### src/rtl/decode_bundle_feeder_pkg.sv
// Shared sizing, packet field offsets and the compacted bundle record for the
// decode-to-instruction-buffer feeder.
package decode_bundle_feeder_pkg;

  localparam int PKT_W = 96;
  localparam int LANES = 8;
  localparam int DEPTH = 2;
  localparam int PTR_W = (DEPTH > 1) ? $clog2(DEPTH) : 1;
  localparam int CNT_W = $clog2(DEPTH + 1);
  localparam int N_W   = $clog2(LANES + 1);

  localparam logic [CNT_W-1:0] DEPTH_C = CNT_W'(DEPTH);

  // Decoded packet field layout; the buffer counts branches from CTI_BIT.
  localparam int CTI_BIT   = 0;
  localparam int OPC_LSB   = 1;
  localparam int OPC_W     = 15;
  localparam int PC_LSB    = 64;
  localparam int PC_W      = 32;

  typedef struct packed {
    logic [N_W-1:0]                n;
    logic [LANES-1:0][PKT_W-1:0]   packets;
  } bundle_t;

  // Contiguous low-slot mask for n valid lanes: (1<<n)-1, n=LANES gives all ones.
  function automatic logic [LANES-1:0] lane_mask(input logic [N_W-1:0] n);
    logic [LANES:0] full;
    full = ((LANES+1)'(1) << n) - (LANES+1)'(1);
    return full[LANES-1:0];
  endfunction

endpackage

### src/rtl/decode_bundle_feeder_bundle_compactor.sv
// Packs the set lanes of a sparse bundle into contiguous low slots, ascending
// lane order. Purely combinational.
module bundle_compactor
  import decode_bundle_feeder_pkg::*;
(
  input  logic [LANES-1:0]            vec,
  input  logic [LANES-1:0][PKT_W-1:0] pkt,
  output bundle_t                     bundle
);

  logic [N_W-1:0]              pos [LANES];
  logic [N_W-1:0]              run;
  logic [LANES-1:0][PKT_W-1:0] slot;

  // pos[i] is the number of set lanes below lane i, i.e. its destination slot.
  always_comb begin
    run = '0;
    for (int i = 0; i < LANES; i++) begin
      pos[i] = run;
      run    = run + {{(N_W-1){1'b0}}, vec[i]};
    end
  end

  always_comb begin
    slot = '0;
    for (int j = 0; j < LANES; j++) begin
      for (int i = 0; i < LANES; i++) begin
        if (vec[i] && (pos[i] == N_W'(j))) begin
          slot[j] = pkt[i];
        end
      end
    end
  end

  assign bundle.n       = run;
  assign bundle.packets = slot;

endmodule

### src/rtl/decode_bundle_feeder.sv
// Compacts decoded bundles and queues them for the instruction buffer, holding
// them while the buffer stalls. Output appears one cycle after acceptance.
module decode_bundle_feeder
  import decode_bundle_feeder_pkg::*;
(
  input  logic               clk,
  input  logic               reset,
  input  logic               flush_i,
  input  logic               bundleValid_i,
  input  logic [LANES-1:0]   bundleVector_i,
  input  logic [PKT_W-1:0]   bundlePacket0_i,
  input  logic [PKT_W-1:0]   bundlePacket1_i,
  input  logic [PKT_W-1:0]   bundlePacket2_i,
  input  logic [PKT_W-1:0]   bundlePacket3_i,
  input  logic [PKT_W-1:0]   bundlePacket4_i,
  input  logic [PKT_W-1:0]   bundlePacket5_i,
  input  logic [PKT_W-1:0]   bundlePacket6_i,
  input  logic [PKT_W-1:0]   bundlePacket7_i,
  output logic               bundleReady_o,
  input  logic               stallFetch_i,
  output logic               decodeReady_o,
  output logic [LANES-1:0]   decodedVector_o,
  output logic [PKT_W-1:0]   decodedPacket0_o,
  output logic [PKT_W-1:0]   decodedPacket1_o,
  output logic [PKT_W-1:0]   decodedPacket2_o,
  output logic [PKT_W-1:0]   decodedPacket3_o,
  output logic [PKT_W-1:0]   decodedPacket4_o,
  output logic [PKT_W-1:0]   decodedPacket5_o,
  output logic [PKT_W-1:0]   decodedPacket6_o,
  output logic [PKT_W-1:0]   decodedPacket7_o,
  output logic [CNT_W-1:0]   occupancy_o
);

  logic [LANES-1:0][PKT_W-1:0] in_pkt;
  logic [LANES-1:0][PKT_W-1:0] out_pkt;
  bundle_t                     compacted;
  bundle_t                     mem [DEPTH];
  bundle_t                     head_entry;

  logic [PTR_W-1:0] head;
  logic [PTR_W-1:0] tail;
  logic [CNT_W-1:0] count;
  logic             enq;
  logic             deq;
  logic [LANES-1:0] head_mask;

  assign in_pkt = {bundlePacket7_i, bundlePacket6_i, bundlePacket5_i, bundlePacket4_i,
                   bundlePacket3_i, bundlePacket2_i, bundlePacket1_i, bundlePacket0_i};

  bundle_compactor u_compactor (
    .vec    (bundleVector_i),
    .pkt    (in_pkt),
    .bundle (compacted)
  );

  assign bundleReady_o = (count < DEPTH_C);
  assign decodeReady_o = (count != '0);
  assign occupancy_o   = count;

  // Empty bundles complete the handshake but take no queue slot.
  assign enq = bundleValid_i & bundleReady_o & ~flush_i & (compacted.n != '0);
  assign deq = decodeReady_o & ~stallFetch_i & ~flush_i;

  always_ff @(posedge clk or negedge reset) begin
    if (!reset) begin
      count <= '0;
      head  <= '0;
      tail  <= '0;
    end else if (flush_i) begin
      count <= '0;
      head  <= '0;
      tail  <= '0;
    end else begin
      if (enq) tail <= tail + PTR_W'(1);
      if (deq) head <= head + PTR_W'(1);
      case ({enq, deq})
        2'b10:   count <= count + CNT_W'(1);
        2'b01:   count <= count - CNT_W'(1);
        default: count <= count;
      endcase
    end
  end

  always_ff @(posedge clk) begin
    if (enq) mem[tail] <= compacted;
  end

  // Unreset storage never reaches the pins: everything is gated by a valid head.
  assign head_entry = mem[head];
  assign head_mask  = decodeReady_o ? lane_mask(head_entry.n) : '0;

  always_comb begin
    out_pkt = '0;
    for (int j = 0; j < LANES; j++) begin
      if (head_mask[j]) out_pkt[j] = head_entry.packets[j];
    end
  end

  assign decodedVector_o  = head_mask;
  assign decodedPacket0_o = out_pkt[0];
  assign decodedPacket1_o = out_pkt[1];
  assign decodedPacket2_o = out_pkt[2];
  assign decodedPacket3_o = out_pkt[3];
  assign decodedPacket4_o = out_pkt[4];
  assign decodedPacket5_o = out_pkt[5];
  assign decodedPacket6_o = out_pkt[6];
  assign decodedPacket7_o = out_pkt[7];

endmodule

### config.mk
export PLATFORM = sky130hd
export DESIGN_NAME = decode_bundle_feeder
export DESIGN_NICKNAME = d
export VERILOG_FILES = /design/src/rtl/decode_bundle_feeder_pkg.sv /design/src/rtl/decode_bundle_feeder_bundle_compactor.sv /design/src/rtl/decode_bundle_feeder.sv
export SDC_FILE = /design/constraint.sdc
export NUM_CORES = 2
export LEC_CHECK = 0
export BUFFER_PORTS_ARGS = -buffer_cell sky130_fd_sc_hd__buf_2
export CAP_MARGIN = 0
export CORE_AREA = 2 2 606 608
export DETAILED_ROUTE_END_ITERATION = 8
export DIE_AREA = 0 0 608 610
export PLACE_DENSITY = 0.5
export SLEW_MARGIN = 20
export SYNTH_ARGS = -nofsm -noshare
export SYNTH_HDL_FRONTEND = slang
export SYNTH_SLANG_ARGS = --single-unit
### constraint.sdc
create_clock -name clk -period 116.8 [get_ports clk]
set_input_delay 5.84 -clock clk [delete_from_list [all_inputs] [get_ports clk]]
set_output_delay 5.84 -clock clk [all_outputs]
set_load 0.02 [all_outputs]
; Yosys cells after proc, flatten, opt, wreduce, memory -nomap -nowiden
; Memories as Yosys holds them, arrays and structs flattened.
; Cells that the tools add are included.
; Widths: inputs -> output; s select.
[totals]
ff_bits = 4
ramBits = 1544
latch_bits = 0
word_cells = 199
out_inout_bits = 780
mem_count = 1
mem_bits_ro = 0
[op_classes]
n_addsub = 12
eq_ne = 44
n_reduce_logical = 62
mux = 68
div = 0
n_mul = 0
n_lt_le_gt_ge = 1
shifts = 1
bitwise_logic = 7
[memory_table]
columns = memory, words, width, rd, rd_ports_with_merged_regs, write_ports, line
row1 = mem, 2, 772, 1, 0, 1, decode_bundle_feeder.sv:37  ; bundle_t mem [DEPTH];
[ops]
columns = operator, count
row1 = $mux 96, 59
row2 = $eq 4x3->1 const B, 24
row3 = $logic_and 1x1->1, 50
row4 = $eq 4x2->1 const B, 12
row5 = $logic_not 4->1, 7
row6 = $add 4x1->4, 6
row7 = $eq 4x1->1 const B, 6
row8 = $mux 8, 1
row9 = $shl 1x4->8 const A, 1
row10 = $sub 8x2->8 const B, 1
row11 = $mux 1, 6
row12 = $reduce_bool 2->1, 3
row13 = $and 1x1->1, 5
row14 = $pmux 2 s2, 1
row15 = $reduce_bool 4->1, 1
row16 = $reduce_bool 3->1, 1
row17 = $add 1x1->1 const B, 2
row18 = $add 1x1->2, 1
row19 = $add 2x1->2 const B, 1
row20 = $eq 2x1->1 const B, 1
row21 = $eq 2x2->1 const B, 1
row22 = $lt 2x2->1 const B, 1
row23 = $mux 2, 1
row24 = $not 1->1, 2
row25 = $sub 2x1->2 const B, 1

; Logic depth before layout (Yosys ltp)
[logic_depth]
ltp_word = 12
ltp_mapped = 15
depth_no_buf = 12

; Modules after synthesis
; Synthesis repeated with hierarchy kept, for this count alone.
[hier_totals]
cells_unflattened = 9435
hier_area_um2 = 106499.6
[modules_own_cells]
columns = module, instances, cells_each, area_each_um2
row1 = decode_bundle_feeder, 1, 3341, 58597.4
row2 = bundle_compactor, 1, 6094, 47902.2

; Least setup slack after synthesis
; Ideal clock, no wire load.
[synth_path]
path_type = input port to flip-flop
startpoint = input bundleVector_i[0]
endpoint = memory mem[1][0] (netlist bit), enable pin
setup_ns = 3.009
arrival_time_ns = 64.202
required_time_ns = 113.791
path_buffers = 0
path_slack_ns = 49.588
stages = 12
path_cell_list = fa_1 ha_1 ha_1 ha_1 ha_1 ha_1 ha_1 xnor3_1 a2111oi_0 mux2i_1 nand2_1 nor3b_1
[synth_lines]
columns = item, line
row1 = from (decl), decode_bundle_feeder.sv:10  ; input logic [LANES-1:0] bundleVector_i,
row2 = to (decl), decode_bundle_feeder.sv:37

==> flow_summary.json <==
{
  "post_synth_and_or_nand_nor_area_fraction_pct": 7.65,
  "critical_path.startpoint_type": "input port",
  "synth.yosys.warnings": 0,
  "detailed_route_iter0_violations": 11300,
  "floorplan.initialDensity_pct": 28.6,
  "worst_hold_slack_ns": 0.585,
  "setup.worst_path.end": "mem[0][475]",
  "clock_sinks": 1548,
  "port_buffers": 1560,
  "hpwlAfterDp_um": 426000,
  "most-common-layout-cells": "2111 x sky130_fd_sc_hd__mux2_2, 1559 x sky130_fd_sc_hd__buf_2, 1544 x sky130_fd_sc_hd__edfxtp_1",
  "synth.net_count": 9748,
  "worst_clock_skew_ns": 0.0521,
  "fmaxAchievable_mhz": 69.7,
  "powerDensity_mw_per_mm2": 17.9,
  "drt-total-wl_um": 622000,
  "cts_tree": "yes",
  "largest_family_of_logic_cells_by_synthesized_area": "multiplexers",
  "fin_crit_sh_pct": 12.3,
  "worstPathBufferInverterCount": 6,
  "final_common_cell": "sky130_fd_sc_hd__mux2_2",
  "failed_checks": "slew limit",
  "critPathKind": "in -> reg",
  "cts_max_level": 4,
  "arrival_ns": 14.89,
  "clock_latency_ns": 0.94,
  "die-area_mm2": 0.371,
  "crit_start": "bundleVector_i[2]",
  "timing.critical_path.fanout_max": 67,
  "antenna_found_initial": 290,
  "number_of_placement_rows": 222,
  "syn_to_final_growth_pct": 19.2,
  "fin_ws_ns": 102.45,
  "power.combinational.fraction_pct": 38.4,
  "seq_power_share_pct": 33.6,
  "synthesis.area_per_instance_um2": 11.7,
  "crit_path_frequent_cell": "sky130_fd_sc_hd__ha_1",
  "layout-drive-gt1-share_pct": 41.0,
  "setup.reg_to_reg.worst_slack_ns": 110.83,
  "critical_path_required_ns": 117.33,
  "postCtsSetupRepairBufs": 0,
  "period_needed_ns": 14.35,
  "critical_path.cell_chain": "buf_8, fa_1, ha_1, ha_1, ha_1, ha_1, ha_1, ha_1, xnor3_1, a2111oi_0, mux2i_1, nand2_1, nor3_2, buf_4, buf_4, buf_4, buf_4, buf_4",
  "critical_path.reg2reg.endpoint": "mem[0][475]",
  "synth_cells": 8951,
  "yosys-mux-area-fraction_pct": 39.7,
  "core_region_area_mm2": 0.364,
  "total_power_mw": 2.23,
  "cts_root_buf": "sky130_fd_sc_hd__clkbuf_16",
  "leakage_nw": 51.7,
  "preCtsSetupSlack_ns": 101.51,
  "ratio_of_routed_vias_to_standard_cells": 5.80,
  "clock_path_buffers": 4,
  "pin_count_of_the_biggest_net_entering_global_routing": 154,
  "worst_slew_margin_rel_pct": -12.2,
  "dpl.cell_count": 14800,
  "syn_area_mm2": 0.104,
  "worst_ir_drop_on_vdd_v": 0.0000117,
  "synth_adder_area_share_pct": 0.199,
  "cts_repair_resize_count": 0,
  "drt_pass1_iterations": 6,
  "synth_seq_cells": 1548,
  "synth_enable_flop_cells": 1544,
  "cp_slowest_stage_delay_ns": 0.91,
  "grt_remaining_overflow": 0,
  "chipWidth_um": 608,
  "number_of_vias_in_the_routed_layout": 89400,
  "cap_violations": 0,
  "timing.critical_path.slowest_stage_cell": "sky130_fd_sc_hd__buf_4",
  "gp_routability_congestion": 0.941,
  "timing.hold.worst.class": "reg -> reg",
  "num_io_pins": 1561,
  "finalNetCount": 10900,
  "clk_pin_slew_worst_setup_hold_paths_ns": 0.06,
  "clock_power_share_pct": 27.9,
  "cp_num_cells": 18,
  "drt-wirelength-per-cell_um": 40.4,
  "layout.cells.non_filler": 15400,
  "power.switching_mw": 0.863,
  "timing.critical_path.max_delay_family": "buffers and inverters",
  "remaining_drc_errors": 0,
  "worst_r2r_path_depth": 8,
  "sequential_area_share_after_synthesis_pct": 44.6,
  "cts-buffers-inserted": 191,
  "status": "complete, but fails checks",
  "cts_hold_repair.buffers": 0,
  "grt.total_usage_pct": 32.0,
  "worst_setup_path_end_kind": "flip-flop",
  "final-setup-viol-count": 0,
  "synthArstFlopShare_pct": 0.258,
  "unrepaired_setup_endpoints_after_global_routing": "no",
  "tightestPinTransition_ns": 1.68,
  "setup_total_negative_slack_ns": 0,
  "synth-compound-area-share_pct": 4.00,
  "first_global_vias": 86700,
  "power.internal_mw": 1.37,
  "die_outline_height_um": 610,
  "post_synth_num_cell_types": 56,
  "global_route_wire_length_before_repair_um": 810000,
  "fraction_of_synthesized_cell_area_in_xor_and_xnor_cells_pct": 0.188,
  "dominantRegCellSynth": "sky130_fd_sc_hd__edfxtp_1",
  "final_hold_violations": 0,
  "final_number_of_max_transition_violations": 30,
  "netSwitchingFraction_pct": 38.7,
  "reg2reg_from": "occupancy_o[1]",
  "ant_nets": 0
}
metrics by stage:
step                      cell area (µm²)  util, %
after floorplan                    104000        -
after global placement             117000     32.1
after detailed placement           117000     32.1
after CTS                          123000     33.9
after global routing               124000     34.0
final                              124000     34.1
power by group through the flow:
stage               registers [mW]  logic, mW  clock network (mW)
CTS                          0.750      0.847               0.630
detailed placement           0.761      0.844                   0
global placement             0.759      0.836                   0
floorplan                    0.884      0.468                   0
global route                 0.755      0.874               0.649
finish                       0.750      0.856               0.623
synthesized netlist by cell type (3+ instances only):
cell	n	area share [%]
sky130_fd_sc_hd__inv_1	204	0.73
sky130_fd_sc_hd__o21ai_1	9	0.043
sky130_fd_sc_hd__nor3_1	7	0.034
sky130_fd_sc_hd__o21ai_0	201	0.96
sky130_fd_sc_hd__nor2b_1	3	0.018
sky130_fd_sc_hd__buf_2	104	0.50
sky130_fd_sc_hd__nand3_1	199	0.96
sky130_fd_sc_hd__and2_1	10	0.060
sky130_fd_sc_hd__mux2_1	195	2.1
sky130_fd_sc_hd__xnor2_1	3	0.025
sky130_fd_sc_hd__nand2_1	791	2.8
sky130_fd_sc_hd__xnor2_2	3	0.047
sky130_fd_sc_hd__nor3b_1	8	0.058
sky130_fd_sc_hd__mux2_2	2111	23
sky130_fd_sc_hd__dfrtp_1	4	0.096
sky130_fd_sc_hd__or4b_1	3	0.029
sky130_fd_sc_hd__nand4b_1	6	0.050
sky130_fd_sc_hd__buf_6	3	0.032
sky130_fd_sc_hd__a31oi_1	97	0.58
sky130_fd_sc_hd__buf_1	118	0.42
sky130_fd_sc_hd__a221o_1	95	0.91
sky130_fd_sc_hd__o211ai_1	195	1.4
sky130_fd_sc_hd__nor4_1	97	0.58
sky130_fd_sc_hd__edfxtp_1	1544	44
sky130_fd_sc_hd__or3_1	4	0.024
sky130_fd_sc_hd__and3_1	7	0.042
sky130_fd_sc_hd__buf_4	11	0.079
sky130_fd_sc_hd__mux2i_1	1541	15
sky130_fd_sc_hd__nor2_1	784	2.8
sky130_fd_sc_hd__xnor3_1	5	0.11
sky130_fd_sc_hd__clkbuf_1	539	1.9
sky130_fd_sc_hd__ha_1	15	0.18
sky130_fd_sc_hd__a21oi_1	5	0.024
sequential cells by signal (all words and copies together), names as in the netlist:
register / count
tail: 1
head: 1
mem: 1544
occupancy_o: 2
worst reg2reg max path, cell delays in order (launching register included):
cell	delay, ns
sky130_fd_sc_hd__dfrtp_1	0.46
sky130_fd_sc_hd__nor2b_1	0.19
sky130_fd_sc_hd__nand2_1	0.13
sky130_fd_sc_hd__nor3_2	0.49
sky130_fd_sc_hd__buf_4	0.57
sky130_fd_sc_hd__buf_4	0.89
sky130_fd_sc_hd__buf_4	0.98
sky130_fd_sc_hd__buf_4	0.89
sky130_fd_sc_hd__buf_4	0.96
per-layer routing:
| layer | up-vias | GRT usage (%) | part of all wire [%] |
|---|---|---|---|
| met4 | 110 | 27.3 | 9.2 |
| met2 | 5899 | 50.9 | 46 |
| met3 | 1570 | 7.01 | 8.9 |
| li1 | 36100 | - | - |
| met5 | - | 0 | 0.11 |
| met1 | 45700 | 36.8 | 36 |
logic make-up after synthesis:
family	count (synthesis)
XOR/XNOR	12
multiplexers	3847
adder cells (fa/ha/maj)	16
flip-flops	1548
buffers and inverters	981
AND/OR/NAND/NOR	1936
AO/OA/AOI/OAI	611
worst min-delay path by stage:
stage | start | to | slack, ns | cells past startpoint
finish | occupancy_o[0] | occupancy_o[0] | 0.58 | 1
floorplan | tail | tail | 0.53 | 2
CTS | tail | tail | 0.59 | 2
global route | occupancy_o[0] | occupancy_o[0] | 0.61 | 1
detailed placement | tail | tail | 0.58 | 2
global placement | occupancy_o[0] | occupancy_o[0] | 0.56 | 1
final cells by class:
class                      instances  area, µm²
antenna                          304        761
clock buffer                     226       4910
clock inverter                   121       1430
fill                           36800     240000
inverter                         206        778
multi-input combinational       6422      54400
sequential                      1548      46500
tap                             4816       6030
timing repair buffer            1763       9510
No activity file was read; power rests on OpenSTA's default activity.
